[config.mk]
export PLATFORM = sky130hd
export DESIGN_NAME = detection_overlay_flat
export DESIGN_NICKNAME = d
export VERILOG_FILES = /design/src/rtl/detection_overlay_if.sv /design/src/rtl/detection_overlay.sv /design/src/flat_wrapper.sv
export SDC_FILE = /design/constraint.sdc
export NUM_CORES = 1
export LEC_CHECK = 0
export ABC_AREA = 1
export CAP_MARGIN = 20
export CORE_MARGIN = 1.5
export CORE_UTILIZATION = 23
export DETAILED_ROUTE_END_ITERATION = 16
export PLACE_DENSITY = 0.53
export REMOVE_ABC_BUFFERS = 1
export SYNTH_ARGS = -nofsm -noshare
export SYNTH_HDL_FRONTEND = slang
export SYNTH_SLANG_ARGS = --single-unit
[constraint.sdc]
create_clock -name clk -period 6.3 [get_ports clk]
set_input_delay 0.63 -clock clk [delete_from_list [all_inputs] [get_ports clk]]
set_output_delay 0.63 -clock clk [all_outputs]
set_load 0.005 [all_outputs]
[src/rtl/detection_overlay_if.sv]
// Signal bundle between the pixel/detector sources and detection_overlay:
// incoming VGA pixel stream, Hough detector result, and the overlaid
// pixel stream plus committed-box status going back out.
interface detection_overlay_if;
    logic [9:0] vga_x;
    logic [8:0] vga_y;
    logic       pix_valid;
    logic [3:0] pixel_in;
    logic [9:0] det_x;
    logic [8:0] det_y;
    logic [3:0] det_score;
    logic [3:0] pixel_out;
    logic       out_valid;
    logic       overlay_on;
    logic [9:0] box_x;
    logic [8:0] box_y;
    logic       box_valid;
    logic [4:0] hold_cnt;

    modport master (
        output vga_x, vga_y, pix_valid, pixel_in, det_x, det_y, det_score,
        input  pixel_out, out_valid, overlay_on, box_x, box_y, box_valid, hold_cnt
    );

    modport slave (
        input  vga_x, vga_y, pix_valid, pixel_in, det_x, det_y, det_score,
        output pixel_out, out_valid, overlay_on, box_x, box_y, box_valid, hold_cnt
    );
endinterface

[src/rtl/detection_overlay.sv]
// Keeps the best Hough detection of each frame, commits it at the frame
// boundary, holds it for a number of frames, and draws a square marker
// around the committed centre into the grey VGA pixel stream.
module detection_overlay #(
    parameter int         BOX_HALF    = 8,
    parameter int         MIN_SCORE   = 7,
    parameter int         HOLD_FRAMES = 30,
    parameter logic [3:0] MARK_LOCK   = 4'hF,
    parameter logic [3:0] MARK_COAST  = 4'h8
) (
    input logic           clk,
    input logic           rst_n,
    detection_overlay_if.slave bus
);

    localparam logic [3:0]  MIN_SCORE_L = 4'(MIN_SCORE);
    localparam logic [4:0]  HOLD_L      = 5'(HOLD_FRAMES);
    localparam logic [10:0] HALF_L      = 11'(BOX_HALF);

    typedef enum logic [1:0] {IDLE, LOCKED, COAST} state_t;

    state_t            state, state_next;
    logic [9:0]        box_x_r, box_x_next;
    logic [8:0]        box_y_r, box_y_next;
    logic [4:0]        hold_r, hold_next;

    logic              cand_valid;
    logic [9:0]        cand_x;
    logic [8:0]        cand_y;
    logic [3:0]        cand_score;

    logic              fb;
    logic              score_ok;
    logic              take_det;

    logic signed [10:0] dx, dy;
    logic [10:0]        adx, ady;
    logic               overlay_p0;
    logic [3:0]         pixel_p0;

    logic               vld_p1;
    logic               overlay_p1;
    logic [3:0]         pixel_p1;

    function automatic logic [10:0] mag(input logic signed [10:0] v);
        return v[10] ? $unsigned(-v) : $unsigned(v);
    endfunction

    assign fb       = bus.pix_valid && (bus.vga_x == 10'd0) && (bus.vga_y == 9'd0);
    assign score_ok = (bus.det_score >= MIN_SCORE_L);
    // At a frame boundary a qualifying detection starts the new frame's
    // candidate unconditionally; otherwise only a strictly better score wins.
    assign take_det = score_ok && (fb || !cand_valid || (bus.det_score > cand_score));

    // Candidate validity: cleared at reset and at each frame boundary unless
    // a qualifying detection arrives in that same cycle.
    always_ff @(posedge clk or negedge rst_n) begin
        if (!rst_n) begin
            cand_valid <= 1'b0;
        end else if (fb) begin
            cand_valid <= score_ok;
        end else if (take_det) begin
            cand_valid <= 1'b1;
        end
    end

    // Candidate payload; only meaningful while cand_valid is set.
    always_ff @(posedge clk) begin
        if (take_det) begin
            cand_x     <= bus.det_x;
            cand_y     <= bus.det_y;
            cand_score <= bus.det_score;
        end
    end

    // Commit/hold state, box and hold counter.
    always_ff @(posedge clk or negedge rst_n) begin
        if (!rst_n) begin
            state   <= IDLE;
            box_x_r <= '0;
            box_y_r <= '0;
            hold_r  <= '0;
        end else begin
            state   <= state_next;
            box_x_r <= box_x_next;
            box_y_r <= box_y_next;
            hold_r  <= hold_next;
        end
    end

    // Frame-boundary commit decision; box only moves at fb, using the
    // candidate gathered before this cycle.
    always_comb begin
        state_next = state;
        box_x_next = box_x_r;
        box_y_next = box_y_r;
        hold_next  = hold_r;
        if (fb) begin
            if (cand_valid) begin
                state_next = LOCKED;
                box_x_next = cand_x;
                box_y_next = cand_y;
                hold_next  = HOLD_L;
            end else if (state != IDLE) begin
                if (hold_r > 5'd1) begin
                    state_next = COAST;
                    hold_next  = hold_r - 5'd1;
                end else begin
                    state_next = IDLE;
                    hold_next  = 5'd0;
                end
            end
        end
    end

    // Marker geometry against the box being committed at this edge, so the
    // fb pixel already sees the new box; signed offsets clip at screen edges.
    always_comb begin
        dx = $signed({1'b0, bus.vga_x}) - $signed({1'b0, box_x_next});
        dy = $signed({2'b0, bus.vga_y}) - $signed({2'b0, box_y_next});
        adx = mag(dx);
        ady = mag(dy);
        overlay_p0 = bus.pix_valid && (state_next != IDLE)
                     && (adx <= HALF_L) && (ady <= HALF_L)
                     && ((adx == HALF_L) || (ady == HALF_L)
                         || ((adx == 11'd0) && (ady == 11'd0)));
        pixel_p0 = 4'd0;
        if (bus.pix_valid) begin
            if (overlay_p0) begin
                pixel_p0 = (state_next == LOCKED) ? MARK_LOCK : MARK_COAST;
            end else begin
                pixel_p0 = bus.pixel_in;
            end
        end
    end

    // ---- stage p0 -> p1: registered pixel output ----
    always_ff @(posedge clk or negedge rst_n) begin
        if (!rst_n) begin
            vld_p1     <= 1'b0;
            overlay_p1 <= 1'b0;
            pixel_p1   <= 4'd0;
        end else begin
            vld_p1     <= bus.pix_valid;
            overlay_p1 <= overlay_p0;
            pixel_p1   <= pixel_p0;
        end
    end

    assign bus.pixel_out  = pixel_p1;
    assign bus.out_valid  = vld_p1;
    assign bus.overlay_on = overlay_p1;
    assign bus.box_x      = box_x_r;
    assign bus.box_y      = box_y_r;
    assign bus.box_valid  = (state != IDLE);
    assign bus.hold_cnt   = hold_r;

endmodule

[src/flat_wrapper.sv]
// flat-port wrapper written by rule: the top's interface ports become plain ports
module detection_overlay_flat 
#(
    parameter int         BOX_HALF    = 8,
    parameter int         MIN_SCORE   = 7,
    parameter int         HOLD_FRAMES = 30,
    parameter logic [3:0] MARK_LOCK   = 4'hF,
    parameter logic [3:0] MARK_COAST  = 4'h8
)
  (clk, rst_n, bus_vga_x, bus_vga_y, bus_pix_valid, bus_pixel_in, bus_det_x, bus_det_y, bus_det_score, bus_pixel_out, bus_out_valid, bus_overlay_on, bus_box_x, bus_box_y, bus_box_valid, bus_hold_cnt);
  detection_overlay_if bus_i ();
  input logic clk;
  input logic rst_n;
  input wire logic [$bits(bus_i.vga_x)-1:0] bus_vga_x;
  input wire logic [$bits(bus_i.vga_y)-1:0] bus_vga_y;
  input wire logic [$bits(bus_i.pix_valid)-1:0] bus_pix_valid;
  input wire logic [$bits(bus_i.pixel_in)-1:0] bus_pixel_in;
  input wire logic [$bits(bus_i.det_x)-1:0] bus_det_x;
  input wire logic [$bits(bus_i.det_y)-1:0] bus_det_y;
  input wire logic [$bits(bus_i.det_score)-1:0] bus_det_score;
  output wire logic [$bits(bus_i.pixel_out)-1:0] bus_pixel_out;
  output wire logic [$bits(bus_i.out_valid)-1:0] bus_out_valid;
  output wire logic [$bits(bus_i.overlay_on)-1:0] bus_overlay_on;
  output wire logic [$bits(bus_i.box_x)-1:0] bus_box_x;
  output wire logic [$bits(bus_i.box_y)-1:0] bus_box_y;
  output wire logic [$bits(bus_i.box_valid)-1:0] bus_box_valid;
  output wire logic [$bits(bus_i.hold_cnt)-1:0] bus_hold_cnt;
  assign bus_i.vga_x = bus_vga_x;
  assign bus_i.vga_y = bus_vga_y;
  assign bus_i.pix_valid = bus_pix_valid;
  assign bus_i.pixel_in = bus_pixel_in;
  assign bus_i.det_x = bus_det_x;
  assign bus_i.det_y = bus_det_y;
  assign bus_i.det_score = bus_det_score;
  assign bus_pixel_out = bus_i.pixel_out;
  assign bus_out_valid = bus_i.out_valid;
  assign bus_overlay_on = bus_i.overlay_on;
  assign bus_box_x = bus_i.box_x;
  assign bus_box_y = bus_i.box_y;
  assign bus_box_valid = bus_i.box_valid;
  assign bus_hold_cnt = bus_i.hold_cnt;
  detection_overlay #(.BOX_HALF(BOX_HALF), .MIN_SCORE(MIN_SCORE), .HOLD_FRAMES(HOLD_FRAMES), .MARK_LOCK(MARK_LOCK), .MARK_COAST(MARK_COAST)) u_core (.clk(clk), .rst_n(rst_n), .bus(bus_i));
endmodule
After elaboration in Yosys (flattened, before gate mapping)
Cells that the tools add are included.
{ "word_totals": {"register_bits": 56, "out_inout_bits": 31} }
{ "classes": {"addsub": 5, "order_cmp": 5, "eq_ne": 3, "muxes": 18, "reduce_logical": 22} }
{ "ops": {"columns": ["operator", "count"], "rows": [
  ["== test 11 x 4 -> 1 bit, second input constant", 2],
  ["less-or-equal comparator 11 x 4 -> 1 bit, second input constant", 2],
  ["zero test 11 bit", 2],
  ["two-way mux 11 bit", 2],
  ["negator 11 bit", 2],
  ["two-way mux 10 bit", 2],
  ["two-way mux 9 bit", 2],
  ["two-way mux 5 bit", 3],
  ["subtractor 10 x 10 -> 11 bit", 1],
  ["zero test 10 bit", 1],
  ["subtractor 9 x 9 -> 10 bit", 1],
  ["zero test 9 bit", 1],
  ["logical AND 1 bit", 8],
  ["two-way mux 2 bit", 4],
  ["two-way mux 4 bit", 2],
  ["nonzero test 2 bit", 4],
  ["greater-than comparator 5 x 1 -> 1 bit, second input constant", 1],
  ["subtractor 5 x 1 -> 5 bit, second input constant", 1],
  ["greater-or-equal comparator 4 x 3 -> 1 bit, second input constant", 1],
  ["greater-than comparator 4 bit", 1],
  ["logical OR 1 bit", 4],
  ["two-way mux 3 bit", 1],
  ["== test 2 x 1 -> 1 bit, second input constant", 1],
  ["two-way mux 1 bit", 2],
  ["2 further kinds", 2]
]} }

Longest topological paths before layout
Gate-level depths: netlist of run 1.
{ "logic_depth": {"depth_word": 13, "depth_mapped": 31, "depth_no_buf": 30} }

Worst setup path after synthesis of run 1
OpenSTA, ideal clock, no wires.
{ "synth_path": {"kind": "input to register", "from": "input bus_vga_x[6]", "to": "register u_core.pixel_p1[0] (netlist: u_core.bus.pixel_out[0])", "setup_ns": 0.119, "t_arrival_ns": 3.797, "required_time_ns": 6.181, "path_slack_ns": 2.384, "stages": 23, "cell_sequence": "nor2_1 > nand2_1 > nor2_1 > nand3_4 > nor2_4 > inv_2 > clkbuf_1 > o21ai_0 > ha_1 > a21oi_1 > nor2_1 > a211oi_1 > nand2_4 > inv_4 > nand2_2 > nand3_1 > nand2_1 > nor2_2 > nand3_2 > nor2_4 > nand3_1 > nand2_1 > nor2_1"} }
{ "synth_via": {"elab_chain_len": 13} }
{ "synth_lines": {"columns": ["item", "line_no", "text"], "rows": [
  ["start: declaration", "flat_wrapper.sv:14", "input wire logic [$bits(bus_i.vga_x)-1:0] bus_vga_x;"],
  ["zero test 10 bit", "detection_overlay.sv:49", "assign fb = bus.pix_valid && (bus.vga_x == 10'd0) && (bus.vga_y == 9'd0);"],
  ["logical AND 1 bit (2 in series)", "detection_overlay.sv:49", null],
  ["two-way mux 10 bit or two-way mux 9 bit (tied branches)", "detection_overlay.sv:98", "if (fb) begin"],
  ["subtractor 10 x 10 -> 11 bit or subtractor 9 x 9 -> 10 bit (tied branches)", "detection_overlay.sv:119, detection_overlay.sv:120", null],
  ["negator 11 bit", "detection_overlay.sv:46", "return v[10] ? $unsigned(-v) : $unsigned(v);"],
  ["two-way mux 11 bit", "detection_overlay.sv:46", null],
  ["less-or-equal comparator 11 x 4 -> 1 bit (tied with other cells)", "detection_overlay.sv:124", "&& (adx <= HALF_L) && (ady <= HALF_L)"],
  ["logical AND 1 bit (tied with other cells)", "detection_overlay.sv:124", null],
  ["logical AND 1 bit or logical OR 1 bit (tied branches)", "detection_overlay.sv:124, detection_overlay.sv:126", null],
  ["logical AND 1 bit", "detection_overlay.sv:125", "&& ((adx == HALF_L) || (ady == HALF_L)"],
  ["two-way mux 4 bit *", "detection_overlay.sv:129", "if (overlay_p0) begin"],
  ["two-way mux 4 bit *", "detection_overlay.sv:128", "if (bus.pix_valid) begin"],
  ["net u_core.pixel_p0[0]", "detection_overlay.sv:39", "logic [3:0] pixel_p0;"],
  ["end signal: assignment", "detection_overlay.sv:146", "pixel_p1 <= pixel_p0;"],
  ["end: declaration", "detection_overlay.sv:43", "logic [3:0] pixel_p1;"]
]} }
Mark *: on every way through the listed nets, which the timed path passes. The rest lies on a longest branch.
A chain may end at the register's enable or synchronous reset.

Final worst setup path of run 1
{ "layout_path": {"from": "input bus_pix_valid", "to": "register u_core.pixel_p1[1] (netlist: u_core.bus.pixel_out[1])"} }
{ "layout_via": {"elab_chain_len": 12} }
{ "layout_lines": {"columns": ["item", "line_no", "text"], "rows": [
  ["start: declaration", "flat_wrapper.sv:16", "input wire logic [$bits(bus_i.pix_valid)-1:0] bus_pix_valid;"],
  ["logical AND 1 bit (2 in series)", "detection_overlay.sv:49", null],
  ["two-way mux 10 bit or two-way mux 9 bit (tied branches)", "detection_overlay.sv:98", null],
  ["subtractor 10 x 10 -> 11 bit or subtractor 9 x 9 -> 10 bit (tied branches)", "detection_overlay.sv:119, detection_overlay.sv:120", null],
  ["negator 11 bit", "detection_overlay.sv:46", null],
  ["two-way mux 11 bit", "detection_overlay.sv:46", null],
  ["less-or-equal comparator 11 x 4 -> 1 bit (tied with other cells)", "detection_overlay.sv:124", null],
  ["logical AND 1 bit (tied with other cells)", "detection_overlay.sv:124", null],
  ["logical AND 1 bit or logical OR 1 bit (tied branches)", "detection_overlay.sv:124, detection_overlay.sv:126", null],
  ["logical AND 1 bit", "detection_overlay.sv:125", null],
  ["two-way mux 4 bit", "detection_overlay.sv:129", null],
  ["two-way mux 4 bit *", "detection_overlay.sv:128", null],
  ["net u_core.pixel_p0[1]", "detection_overlay.sv:39", null]
]} }
Marks and branches as above.

==> results of run 1 <==
[worst max-delay path, cell delays in order]
cell,delay [ps]
clkdlybuf4s50_1,670
inv_1,140
nor2_1,110
nand3_1,110
nor2_4,170
nand3_4,120
nor2_4,300
inv_2,250
o21ai_0,440
ha_1,310
inv_1,100
o31ai_1,90
xnor2_1,380
nand2_1,160
nor2_1,160
nand3_1,140
nand3_1,110
nand2_1,50
nand2_1,60
nand3_1,70
nor2_1,110
nand3_2,90
nor2_4,140
nand3_1,80
nand2_1,100
nor2_1,50
[worst max path at each step]
stage | startpoint | endpoint | slack [ps] | depth (start not counted)
CTS | bus_pix_valid | u_core.bus.pixel_out[1]$_DFF_PN0_ | 1310 | 25
global route | bus_pix_valid | u_core.bus.pixel_out[0]$_DFF_PN0_ | 800 | 26
detailed placement | bus_pix_valid | u_core.bus.pixel_out[1]$_DFF_PN0_ | 980 | 25
global placement | bus_pix_valid | u_core.bus.pixel_out[2]$_DFF_PN0_ | 1110 | 28
floorplan | bus_vga_x[6] | u_core.bus.pixel_out[0]$_DFF_PN0_ | 2320 | 22
finish | bus_pix_valid | u_core.bus.pixel_out[1]$_DFF_PN0_ | 1330 | 26
[logic make-up (layout without fill, tap and decap cells)]
logic type      after synthesis  count (layout)  synth area share, %
flops                        56              56                 39.5
buf+inv                      75             163                 7.43
simple gates                241             241                 31.6
compound gates               66              66                 9.58
xor+xnor                     15              15                 3.42
fa+ha+maj                    25              25                 8.53
[synthesized netlist by cell type, drive strengths merged (2+ instances only)]
master | count | area [um2]
xor2 | 10 | 87.6
edfxtp | 23 | 691
nor3 | 8 | 51.3
clkbuf | 2 | 7.51
a21o | 2 | 16.3
inv | 72 | 273
o21ai | 31 | 155
nor2 | 57 | 246
or2 | 17 | 106
o211ai | 2 | 15.0
a21oi | 25 | 136
ha | 23 | 288
dfrtp | 33 | 826
fa | 2 | 40.0
nand3 | 52 | 323
xnor2 | 5 | 43.8
nand4 | 7 | 43.8
nand2 | 97 | 422
[per-layer routing]
| metal | part of all wire (%) | wire length, um | track usage, % |
|---|---|---|---|
| met5 | 0 | 0 | 0 |
| met3 | 3.4 | 370 | 2.58 |
| met4 | 1.6 | 176 | 3.85 |
| met2 | 45 | 4960 | 20.5 |
| met1 | 50 | 5410 | 17.3 |
[registers in the layout, summed over array words and instances (netlist names), 2 cells and up]
signal and cells:
u_core.bus.box_y 9, u_core.bus.hold_cnt 5, u_core.cand_y 9, u_core.state 2, u_core.cand_x 10, u_core.bus.pixel_out 4
u_core.cand_score 4, u_core.bus.box_x 10
[area by class of cell]
type                            count  area [um2]
Timing Repair Buffer               83         841
Multi-Input combinational cell    347        2040
Clock inverter                      2        60.1
Clock buffer                        6         129
Tap cell                          220         275
Inverter                           72         273
Sequential cell                    56        1520
Fill cell                        1782       11300
[power groups by stage]
stage                     Clock (mW)  Combinational [mW]  Sequential [mW]
after CTS                      0.382               0.171            0.401
after global routing           0.394               0.195            0.401
final                          0.366               0.173            0.400
after floorplan                    0              0.0976            0.407
after detailed placement           0               0.171            0.408
after global placement             0               0.170            0.409
==> results by group, run 1 <==
GRT
  • Vias in the first global route: around 3400
  • Initial antenna violation count: 0
  • Total GRT Usage: 12.8%
  • GRT overflow: 0
  • First-pass GRT wire length: between 15000 and 20000 um
  • Largest net degree at the start of global routing: 34

Detailed routing
  • WL/cell: 13.9 um
  • Via Count: between 3000 and 4000
  • DR vias/cell: about 4.3
  • Detail Route Antenna Nets: 0
  • DRT iter0 DRCs: around 170
  • Routed wire length: about 11000 um
  • Drt pass-1 iters: 4
  • DR DRC count: 0

Worst hold path
  • Worst Hold End: u_core.bus.box_x[2]$_DFF_PN0_
  • Min-delay src: u_core.cand_x[2]$_DFFE_PP_
  • Worst Hold Class: reg -> reg
  • Hold depth: 2

Clocking
  • Post_cts resized: 0
  • Clock Path Buffers: 2
  • Clock root buffer: clkbuf_16
  • Htree depth: 2
  • CTS Hold Bufs: 0
  • CTS sink cnt: 56
  • Clk_lat worst skew: 310 ps
  • Clock-pin slew on the worst setup and hold paths: 70 ps
  • CTS buffer count: 5
  • Post CTS Setup Buffer Count: 0
  • CTS tree: done

Pwr
  • Leak: between 2 and 2.5 nW
  • Final Power: between 0.9 and 1 mW
  • Sequential Power Share: between 40 and 50%
  • Sw Pwr: around 0.24 mW
  • PD cells: ~180 nW/um2
  • Power Internal: between 0.6 and 0.7 mW
  • Worst vdd ir: around 110 uV
  • Sw frac: ~25%
  • Combinational fraction of design power: a little under a fifth
  • Power share of the clock group: between 30% and 40%

Outcome
  • Status: complete, no violations

Layout
  • # diodes: 0
  • Most frequent cells in the layout: nand2_1, clkdlybuf4s50_1, inv_1, nor2_1, nand3_1
  • Non-Filler Instances: 786
  • Cell area after layout: ~5000 um2
  • Share of layout cells above drive strength 1: between 10% and 20%
  • Layout area overhead: 33.6%
  • Commonest non-fill, non-tap cell in the layout: nand2_1
  • Util after Layout: between 30% and 40%
  • Nets: between 600 and 700

Worst setup path
  • Crit path kind: in -> reg
  • R2R setup slack: about 2300 ps
  • Reg2Reg Depth: 21
  • Worst setup EP type: register
  • R2R Path Start: u_core.cand_valid$_DFFE_PN0P_
  • Critical Path Start Type: input pin
  • WP data required: ~6500 ps
  • CP max FO: 19
  • FF-to-FF End: u_core.bus.pixel_out[1]$_DFF_PN0_
  • Worst endpoint data arrival time: 5170 ps

Placement
  • Port bufs: 79
  • DP Cell Count: roughly 780
  • Routability Congestion: ~0.81
  • Area of placed instances: 4920 um2
  • Placement Setup Slack: about 980 ps
  • DPL Wire Length: about 8900 um

Flow run
  • Max Cap Viol: 0

STA
  • Max Slew Vio Count: 0
  • Final cycle utilization of the critical path: between 70 and 80%
  • Crit path time final: around 5000 ps
  • Slew HR: a little over 60%
  • Peak Freq: 201 MHz
  • Hold slack: between 500 and 600 ps
  • Count of final setup violators: 0
  • Worst Tran Pin Value: between 500 and 600 ps
  • Clk_skew: 8.90 ps
  • RSZ-0062 raised after global routing: no
  • Setup ws final: roughly 1300 ps
  • Fin. Hold Viols: 0
  • Setup TNS: 0 ps

Floorplan
  • Initial Utilization: approximately a quarter
  • DIE AREA: about 17000 um2
  • Placeable Area: between 15000 and 20000 um2
  • FP Rows: 47
  • Vert. Die Dim: around 130 um
  • Die width: between 100 and 150 um
  • IO Count: 80

Synthesis
  • Syn_area_per_cell: approximately 8 um2
  • Post-synth EDFFs: 23
  • Syn. warnings: 0
  • Post-Syn Area: 3840 um2
  • Synth Register Bits: 56
  • Post-synth cell types: 41
  • Cells after Synth: 478
  • Sequential element share of the synthesized area: between 30% and 40%
  • Top_reg_cell synth: dfrtp_1
  • Asr flop ratio synth: 58.9%
No activity file was read; power rests on OpenSTA's default activity.
==> run 2, diff against run 1 <==
clock period = 4.61 ns   (was 6.3 ns; I/O delays follow)
==> results by group, run 2 (synthesized netlist as in run 1, its figures left out) <==
GRT
  • First-pass GRT wire length: ~17000 um
  • GRT overflow: 0
  • Initial antenna violation count: 0
  • Largest net degree at the start of global routing: 34
  • Vias in the first global route: around 3500
  • Total GRT Usage: 12.6%

Worst setup path
  • Crit path kind: in -> reg
  • CP max FO: 8
  • Worst setup EP type: register
  • Delay-heaviest family, CP: simple AND/OR/NAND/NOR gates
  • Critical Path Start Type: input pin
  • CP dominant cell by count: nor2_1
  • Crit-path slowest cell: clkdlybuf4s50_1
  • Max stage delay on crit path: between 400 and 500 ps
  • WP data required: roughly 4800 ps
  • Worst endpoint data arrival time: about 4500 ps
  • Buf/Inv on CP: 3

Clocking
  • Clock-pin slew on the worst setup and hold paths: roughly 70 ps
  • CTS tree: done
  • Clock Path Buffers: 2
  • CTS sink cnt: 56
  • CTS buffer count: 5
  • Htree depth: 2
  • Clk_lat worst skew: around 300 ps
  • Clock root buffer: clkbuf_16

Detailed routing
  • DR vias/cell: approximately 4.3
  • Drt pass-1 iters: 4
  • Via Count: roughly 3500
  • Detail Route Antenna Nets: 0
  • DR DRC count: 0
  • WL/cell: 13.3 um
  • DRT iter0 DRCs: 246
  • Routed wire length: 10700 um

Placement
  • Routability Congestion: ~0.9
  • DPL Wire Length: between 8000 and 9000 um
  • DP Cell Count: 795
  • Area of placed instances: approximately 5000 um2
  • Port bufs: 79

Layout
  • Commonest non-fill, non-tap cell in the layout: nand2_1
  • Non-Filler Instances: approximately 800
  • Most frequent cells in the layout: nand2_1, clkdlybuf4s50_1, inv_1, nor2_1, nand3_1
  • Share of layout cells above drive strength 1: approximately 14%
  • Cell area after layout: approximately 5300 um2
  • Nets: between 600 and 700
  • # diodes: 0
  • Layout area overhead: 36.7%

Outcome
  • Status: complete, no violations

Floorplan
  • Placeable Area: ~16000 um2
  • Initial Utilization: a little under a quarter
  • FP Rows: 47
  • IO Count: 80
  • DIE AREA: around 17000 um2
  • Die width: about 130 um
  • Vert. Die Dim: 132 um

STA
  • Final cycle utilization of the critical path: roughly 90%
  • Setup TNS: 0 ps
  • Slew HR: about 32%
  • Crit path time final: ~4200 ps
  • Clk_skew: 6.11 ps
  • Max Slew Vio Count: 0
  • Count of final setup violators: 0
  • Fin. Hold Viols: 0
  • Peak Freq: about 240 MHz
  • Worst Tran Pin Value: 1010 ps
  • Hold slack: roughly 540 ps

Pwr
  • Worst vdd ir: roughly 120 uV
  • PD cells: approximately 230 nW/um2
  • Leak: between 2 and 3 nW

Flow run
  • Max Cap Viol: 0

Worst hold path
  • Worst Hold Class: reg -> reg
[run 2: where the power goes]
group	switching, mW	internal, mW
clock	0.183	0.253
combinational	0.133	0.107
sequential	0.00481	0.543
[run 2: layer usage]
layer / vias up / global-route usage, % / routed length (um)
li1: 1791 / - / -
met1: 1582 / 16.5 / 5010
met2: 94 / 20.8 / 4960
met3: 12 / 2.73 / 591
met4: 0 / 4.15 / 188
met5: - / 0 / 0
[run 2: repair_timing]
action                                  CTS  global route
endpoints found under the setup margin    0             4
gates resized for setup                   0             6
setup buffers                             0             3
hold buffers                              0             0
[run 2: area by class of cell]
class / instances / area [um2]
fillers: 1749 / 11200
repair buffers: 103 / 971
inverters: 72 / 275
clock inverters: 3 / 37.5
multi-input cells: 347 / 2050
clock buffers: 5 / 125
flip-flops and latches: 56 / 1520
well taps: 220 / 275
[run 2: stage by stage]
stage / util, % / setup slack, ps / power [mW]
6_report: 31.9 / 361 / 1.22
5_1_grt: 31.9 / -4.88 / 1.29
4_1_cts: 31.7 / 205 / 1.25
3_5_place_dp: 30.7 / -109 / 0.799
3_3_place_gp: 30.7 / -44.7 / 0.795
2_1_floorplan: - / 798 / 0.690
[run 2: worst paths after layout]
kind,slack [ps],depth (start not counted),end,start
max in group asynchronous,3720,2,u_core.bus.box_x[9]$_DFF_PN0_,rst_n
hold / removal,540,2,u_core.bus.box_x[6]$_DFF_PN0_,u_core.cand_x[6]$_DFFE_PP_
setup / recovery,360,27,u_core.bus.pixel_out[1]$_DFF_PN0_,bus_vga_x[3]
min in group asynchronous,580,2,u_core.bus.box_y[5]$_DFF_PN0_,rst_n
setup reg to reg,840,25,u_core.bus.pixel_out[1]$_DFF_PN0_,u_core.cand_valid$_DFFE_PN0P_
hold reg to reg,540,2,u_core.bus.box_x[6]$_DFF_PN0_,u_core.cand_x[6]$_DFFE_PP_
[run 2: worst min-delay path, delay by kind of cell (launching register included)]
family	cells	cell delay [ps]
DFF	1	340
AOI/OAI and AO/OA	1	110
buffers and inverters	1	60
